==> config.mk <==
export PLATFORM = sky130hd
export DESIGN_NAME = io_supply_seq
export DESIGN_NICKNAME = d
export VERILOG_FILES = /design/src/rtl/io_supply_seq.sv
export SDC_FILE = /design/constraint.sdc
export NUM_CORES = 1
export LEC_CHECK = 0
export BUFFER_PORTS_ARGS = -buffer_cell sky130_fd_sc_hd__buf_2
export CAP_MARGIN = 30
export CORE_ASPECT_RATIO = 0.75
export CORE_UTILIZATION = 60
export DETAILED_ROUTE_END_ITERATION = 6
export PLACE_DENSITY = 0.82
export RECOVER_POWER = 25
export SYNTH_ARGS = -nofsm -noshare
export SYNTH_HDL_FRONTEND = slang
export SYNTH_SLANG_ARGS = --single-unit
export TNS_END_PERCENT = 100
==> constraint.sdc <==
create_clock -name clk -period 5.1 [get_ports clk]
set_clock_uncertainty 0.15 [all_clocks]
set_input_delay 1.02 -clock clk [delete_from_list [all_inputs] [get_ports clk]]
set_output_delay 1.02 -clock clk [all_outputs]
set_load 0.005 [all_outputs]
==> src/rtl/io_supply_seq.sv <==
// io_supply_seq: supply-good synchronizer/debouncer and pad-ring IO domain power sequencer
// Domains come up one per step, isolation releases last; losing the supply mid-sequence latches a fault.
module io_supply_seq #(
  parameter int SYNC_STAGES = 2,
  parameter int DEB_CYCLES  = 16,
  parameter int STEP_W      = 8,
  parameter int N_DOM       = 4
) (
  input  logic              clk,
  input  logic              rst_n,
  input  logic              vsup_ok_i,
  input  logic              enable_i,
  input  logic [STEP_W-1:0] step_dly_i,
  input  logic              fault_clr_i,
  output logic [N_DOM-1:0]  dom_en_o,
  output logic              iso_o,
  output logic              ready_o,
  output logic              fault_o
);
  localparam int DW = $clog2(DEB_CYCLES + 1);
  typedef enum logic [2:0] {IDLE, DEBOUNCE, RAMP_UP, ISO_REL, UP, RAMP_DN} state_t;
  state_t                 state_q;
  logic [SYNC_STAGES-1:0] sync_q;
  logic [DW-1:0]          deb_q;
  logic [STEP_W-1:0]      step_q;
  logic [N_DOM-1:0]       dom_q;
  logic                   iso_q;
  logic                   ready_q;
  logic                   fault_q;
  logic                   vsup_s;
  logic                   step_done;
  logic                   brown;
  logic [N_DOM-1:0]       dom_up;
  logic [N_DOM-1:0]       dom_dn;
  assign vsup_s    = sync_q[SYNC_STAGES-1];
  assign step_done = step_q == '0;
  assign brown     = !vsup_s && (state_q inside {RAMP_UP, ISO_REL, UP, RAMP_DN});
  assign dom_up    = (dom_q << 1) | N_DOM'(1);
  assign dom_dn    = dom_q >> 1;
  assign dom_en_o  = dom_q;
  assign iso_o     = iso_q;
  assign ready_o   = ready_q;
  assign fault_o   = fault_q;
  always_ff @(posedge clk or negedge rst_n)
    if (!rst_n) sync_q <= '0;
    else sync_q <= {sync_q[SYNC_STAGES-2:0], vsup_ok_i};
  always_ff @(posedge clk or negedge rst_n)
    if (!rst_n) begin
      state_q <= IDLE;
      deb_q   <= '0;
      step_q  <= '0;
      dom_q   <= '0;
      iso_q   <= 1'b1;
      ready_q <= 1'b0;
      fault_q <= 1'b0;
    end else if (brown) begin
      // supply loss beats any enable change or step completion in the same cycle
      state_q <= IDLE;
      step_q  <= '0;
      dom_q   <= '0;
      iso_q   <= 1'b1;
      ready_q <= 1'b0;
      fault_q <= 1'b1;
    end else begin
      if (fault_clr_i) fault_q <= 1'b0;
      case (state_q)
        IDLE: if (enable_i && vsup_s && !fault_q) state_q <= DEBOUNCE;
        DEBOUNCE:
          if (!vsup_s || !enable_i) begin
            deb_q   <= '0;
            state_q <= IDLE;
          end else if (deb_q == DW'(DEB_CYCLES)) begin
            deb_q   <= '0;
            dom_q   <= N_DOM'(1);
            step_q  <= step_dly_i;
            state_q <= (N_DOM == 1) ? ISO_REL : RAMP_UP;
          end else deb_q <= deb_q + 1'b1;
        RAMP_UP, ISO_REL, UP:
          if (!enable_i) begin
            iso_q   <= 1'b1;
            ready_q <= 1'b0;
            step_q  <= step_dly_i;
            state_q <= (dom_q == '0) ? IDLE : RAMP_DN;
          end else if (!step_done) step_q <= step_q - 1'b1;
          else if (state_q == RAMP_UP) begin
            dom_q  <= dom_up;
            step_q <= step_dly_i;
            if (dom_up[N_DOM-1]) state_q <= ISO_REL;
          end else if (state_q == ISO_REL) begin
            iso_q   <= 1'b0;
            ready_q <= 1'b1;
            state_q <= UP;
          end
        RAMP_DN:
          if (dom_q == '0) state_q <= IDLE;
          else if (step_done) begin
            dom_q  <= dom_dn;
            step_q <= step_dly_i;
            if (dom_dn == '0) state_q <= IDLE;
          end else step_q <= step_q - 1'b1;
        default: state_q <= IDLE;
      endcase
    end
endmodule

After elaboration in Yosys (flattened, before gate mapping)
Index checks and enable logic that the tools add are counted.
{"block": "op_classes", "n_addsub": 2, "eq_ne": 24, "mux": 48, "bitwise_logic": 1, "n_reduce_logical": 21}
{"operator": "two-way mux 8 bit", "count": 8}
{"operator": "two-way mux 3 bit", "count": 13}
{"operator": "two-way mux 4 bit", "count": 8}
{"operator": "!= test 3 bit (second input constant)", "count": 9}
{"operator": "case mux 8 bit (3 select lines)", "count": 1}
{"operator": "!= test 5 bit (second input constant)", "count": 3}
{"operator": "two-way mux 1 bit", "count": 14}
{"operator": "case mux 3 bit (4 select lines)", "count": 1}
{"operator": "case mux 4 bit (3 select lines)", "count": 1}
{"operator": "two-way mux 5 bit", "count": 2}
{"operator": "zero test 4 bit", "count": 2}
{"operator": "zero test 8 bit", "count": 1}
{"operator": "!= test 4 bit (second input constant)", "count": 2}
{"operator": "AND reduction 8 bit", "count": 1}
{"operator": "nonzero test 4 bit", "count": 2}
{"operator": "subtractor 8 x 1 -> 8 bit (second input constant)", "count": 1}
{"operator": "AND reduction 7 bit", "count": 1}
{"operator": "equality test 3 x 2 -> 1 bit (second input constant)", "count": 2}
{"operator": "equality test 3 bit (second input constant)", "count": 2}
{"operator": "!= test 3 x 1 -> 1 bit (second input constant)", "count": 2}
{"operator": "adder 5 x 1 -> 5 bit (second input constant)", "count": 1}
{"operator": "equality test 5 bit (second input constant)", "count": 1}
{"operator": "AND reduction 5 bit", "count": 1}
{"operator": "!= test 4 x 2 -> 1 bit (second input constant)", "count": 1}
{"operator": "other kinds (11)", "count": 16}
{"block": "totals", "reg_bits": 25, "out_inout_bits": 7, "elab_cells": 104}

Logic depth before layout (Yosys ltp)
{"block": "depth", "word_depth": 7, "depth_mapped": 10, "ltp_nobuf": 7}

Least setup slack after synthesis
Ideal clock, no wire load.
{"block": "synth_path", "path_kind": "input-to-reg", "from": "in enable_i", "to": "reg dom_q[1] (netlist: dom_en_o[1])", "setup_ns": 0.128, "arrival_ns": 2.224, "t_required_ns": 4.822, "slack_ns": 2.599, "cell_stages": 5, "n_path_buf": 0, "cell_sequence": "nor4bb_1 > and3_1 > o22ai_1 > a21oi_2 > mux2_1"}
{"block": "synth_between", "elab_chain_len": 4, "elab_cells_between_ends": 5}
{"element": "start: declaration", "line_no": "12", "rtl": "input logic enable_i,"}
{"element": "zero test 1 bit"}
{"element": "logical OR 1 bit", "line_no": "69", "rtl": "if (!vsup_s || !enable_i) begin"}
{"element": "!= test 3 bit (no line)"}
{"element": "AND reduction 8 bit (no line) *"}
{"element": "end signal: assignment", "line_no": "86", "rtl": "dom_q <= dom_up;"}
{"element": "end signal: assignment", "line_no": "97", "rtl": "dom_q <= dom_dn;"}
{"element": "end: declaration", "line_no": "26", "rtl": "logic [N_DOM-1:0] dom_q;"}
Every way passes the cells marked *; elsewhere a longest branch is shown, timed or not.
A chain may end at the register's enable or synchronous reset.

Worst setup path in the final report
{"block": "layout_path", "from": "reg state_q[2]", "to": "reg step_q[6]"}
{"block": "layout_between", "elab_chain_len": 5, "elab_cells_between_ends": 16}
{"element": "start: declaration", "line_no": "22", "rtl": "state_t state_q;"}
{"element": "start signal: assignment", "line_no": "76", "rtl": "state_q <= (N_DOM == 1) ? ISO_REL : RAMP_UP;"}
{"element": "start signal: assignment", "line_no": "83", "rtl": "state_q <= (dom_q == '0) ? IDLE : RAMP_DN;"}
{"element": "equality test 3 x 2 -> 1 bit, or another cell as far along", "line_no": "37, 66, 85"}
{"element": "nonzero test 4 bit", "line_no": "37", "rtl": "assign brown = !vsup_s && (state_q inside {RAMP_UP, ISO_REL, UP, RAMP_DN});"}
{"element": "logical AND 1 bit", "line_no": "37"}
{"element": "!= test 5 bit (no line), or another cell as far along"}
{"element": "AND reduction 5 bit (no line)"}
{"element": "end signal: assignment", "line_no": "75", "rtl": "step_q <= step_dly_i;"}
{"element": "end signal: assignment", "line_no": "82", "rtl": "step_q <= step_dly_i;"}
{"element": "end signal: assignment", "line_no": "84", "rtl": "end else if (!step_done) step_q <= step_q - 1'b1;"}
{"element": "end: declaration", "line_no": "25", "rtl": "logic [STEP_W-1:0] step_q;"}
Parallel ways exist; a longest one is shown, timed or not.

==> flow_metrics.tcl <==
set metrics [dict create \
    seq_area_frac_synth_pct 36.1 \
    fin_util_pct 69.4 \
    cts_tree "built" \
    grt-ovfl-total 0 \
    route.final.wire_length_microns 3880 \
    final_antenna_net_count 0 \
    yosys_most_used_dff "dfrtp_1" \
    pin_count 20 \
    design.core.area_sq_mm 0.00268 \
    routedWlPerCell_microns 16.4 \
    gp_congestion 0.904 \
    worst_pin_slew_ns 1.29 \
    synth.area.top_cells "dfrtp_1 (35%), ha_1 (3.6%), inv_1 (3.2%), o21ai_0 (3.2%), o2bb2ai_1 (3.0%)" \
    setup_viol_count_final 0 \
    layout_min_cycle_time_ns 2.80 \
    final_nets 220 \
    fin_tns_setup_ns 0 \
    worstSetupPathType "reg -> reg" \
    ys.warnings.count 0 \
    path_max_fanout 13 \
    ys_types 64 \
    fill_cells 209 \
    fmax_mhz 358 \
    cts_resized 0 \
    max_stage_delay_ns 0.58 \
    crit_top_cell "or3_1" \
    grt_pass1_wl_microns 6800 \
    ctsHtreeMaxLevel 1 \
    grt_pass1_vias 1524 \
    drt-initial-drc-count 146 \
    p_leak_nw 0.803 \
    yosysTopAreaCell "dfrtp_1" \
    areaGrowthSynthToFinish_pct 7.35 \
    async_flop_share_pct 100 \
    crit_buf_inv 1 \
    synth_edf_count 0 \
    status "complete, no violations" \
    port_buffers 19 \
    cp_cell_sequence "inv_1 -> ha_1 -> nor2_2 -> or3_1 -> o22ai_4 -> or3_1 -> o31ai_2" \
    fp.dieW_microns 64.1 \
    via_per_inst 6.58 \
    cts_sinks 25 \
    clkSlewWorstSetupHoldPaths_ns 0.09 \
    p_seq_share_pct 32.0 \
    firstDrtPassIters 4 \
    drc 0 \
    die_area_sq_mm 0.00311 \
    holdBufCountCts 0 \
    clock_latency_ns 0.28 \
    peakVddDrop_uv 274 \
    dr_total_vias 1560 \
    rsz0062_at_grt "no" \
    synth_area_per_cell_sq_um 9.33 \
    p_switching_w 0.000514 \
    gr-usage-all-layers_pct 27.9 \
    drive_gt1_share_pct 17.4 \
    place_hpwl_microns 3000 \
    switching_share_pct 46.9 \
    cp.arrival_ns 2.84 \
    critPathSlowestCell "dfrtp_1" \
    hold_class "reg -> reg" \
    dieHeight_microns 48.6 \
    netlist_instances 186 \
    cp_top_family "simple AND/OR/NAND/NOR gates" \
    antenna_cells 0 \
    numCtsBuffers 3 \
    syn_area_sq_mm 0.00174 \
    cp-start-kind "register" \
    final_max_slew_viol_count 0 \
    crit_path_end_kind "register" \
    antenna_found_initial 0 \
    cts_root_buf "clkbuf_8" \
    ys_top_cells_by_count "dfrtp_1 (24), inv_1 (15), nand2_1 (13)" \
    synth_seq_cells 25 \
    clockBufferDepth 2 \
    hold_viol 0 \
    post-synth-top-count-cell "dfrtp_1" \
    slew_headroom_pct 13.9 \
    synth_fp_nets 204 \
    power_frac_clock_pct 10.8 \
    p_per_area_mw_per_mm2 588 \
    fin_crit_sh_pct 54.8 \
    p_int_w 0.000582 \
    start_util_pct 64.7 \
    grt_max_degree 26 \
    cap_violations 0 \
    crit_required_ns 5.15 \
    fp-row-count 16 \
    postCtsSetupBuffers 0 \
    p_comb_share_pct 57.1 \
    synth_top_area_share_pct 34.6 \
]
[sequential cells by signal, indices dropped and copies added (netlist names)]
register and cells:
deb_q 5, ready_o 1, step_q 8, state_q 3, sync_q 2, fault_o 1, dom_en_o 4, iso_o 1
[metal layers]
metal / vias to the layer above / wire length, microns / track usage [%] / share of wire (%)
met5: - / 0 / 0 / 0
met4: 0 / 51 / 7.04 / 1.3
met3: 8 / 281 / 4.72 / 7.2
met2: 70 / 1720 / 43.8 / 44
met1: 744 / 1830 / 40.0 / 47
li1: 738 / - / - / -
[cell type report]
cell class | instances | area (sq um) | area share (%)
clock buffer | 4 | 45.0 | 2.42
inverter | 16 | 60.1 | 3.22
multi-input combinational | 137 | 992 | 53.3
sequential | 25 | 627 | 33.6
tap | 36 | 45.0 | 2.42
timing repair buffer | 19 | 93.8 | 5.04
[per-stage QoR]
stage / setup WS, ns / instance area, sq um / hold slack (ns) / total power [W] / cells
floorplan: 2.60 / 1740 / 0.181 / 0.000857 / 186
global placement: 2.28 / 1820 / 0.183 / 0.000941 / 233
detailed placement: 2.17 / 1820 / 0.190 / 0.000968 / 233
CTS: 2.35 / 1860 / 0.210 / 0.00109 / 237
global route: 2.16 / 1860 / 0.225 / 0.00119 / 237
finish: 2.30 / 1860 / 0.206 / 0.00110 / 237
[power groups by stage]
| stage | Clock, W | Sequential, W | Combinational, W |
|---|---|---|---|
| floorplan | 0 | 0.000321 | 0.000536 |
| global placement | 0 | 0.000350 | 0.000591 |
| detailed placement | 0 | 0.000354 | 0.000614 |
| CTS | 0.000121 | 0.000348 | 0.000618 |
| global route | 0.000130 | 0.000364 | 0.000694 |
| finish | 0.000119 | 0.000351 | 0.000626 |
[cells in the final DEF, fill, tap and decap left out, types with 5 or more instances in the layout]
| cell | n |
|---|---|
| dfrtp_1 | 24 |
| o21ai_0 | 11 |
| nor3_1 | 6 |
| nor2_1 | 5 |
| o2bb2ai_1 | 6 |
| o21ai_1 | 5 |
| inv_1 | 15 |
| nand2_1 | 13 |
| ha_1 | 5 |
| a21oi_1 | 7 |
| buf_2 | 18 |
[logic make-up (layout without fill, tap and decap cells)]
| logic type | after synthesis | after routing | share of synthesized area (%) |
|---|---|---|---|
| compound gates | 66 | 66 | 28.7 |
| simple gates | 60 | 60 | 21.1 |
| flops | 25 | 25 | 36.1 |
| buf+inv | 24 | 39 | 6.70 |
| fa+ha+maj | 5 | 5 | 3.60 |
| mux | 5 | 5 | 3.32 |
| xor+xnor | 1 | 1 | 0.505 |
[worst register-to-register path: stages, from the launching register on]
cell and delay [ns]:
dfrtp_1 0.58, inv_1 0.10, ha_1 0.33, nor2_2 0.30, or3_1 0.33, o22ai_4 0.16, or3_1 0.51, o31ai_2 0.27
[path summary, 6_finish.rpt]
kind                       slack, ns          end  cells after the start       start
max reg2reg                     2.30    step_q[6]                      7  state_q[2]
min                             0.21    sync_q[1]                      0   sync_q[0]
min in group asynchronous       0.85     deb_q[3]                      1       rst_n
min reg2reg                     0.21    sync_q[1]                      0   sync_q[0]
max                             2.30    step_q[6]                      7  state_q[2]
max in group asynchronous       3.18  dom_en_o[2]                      1       rst_n
(Power assumes the default switching activity.)
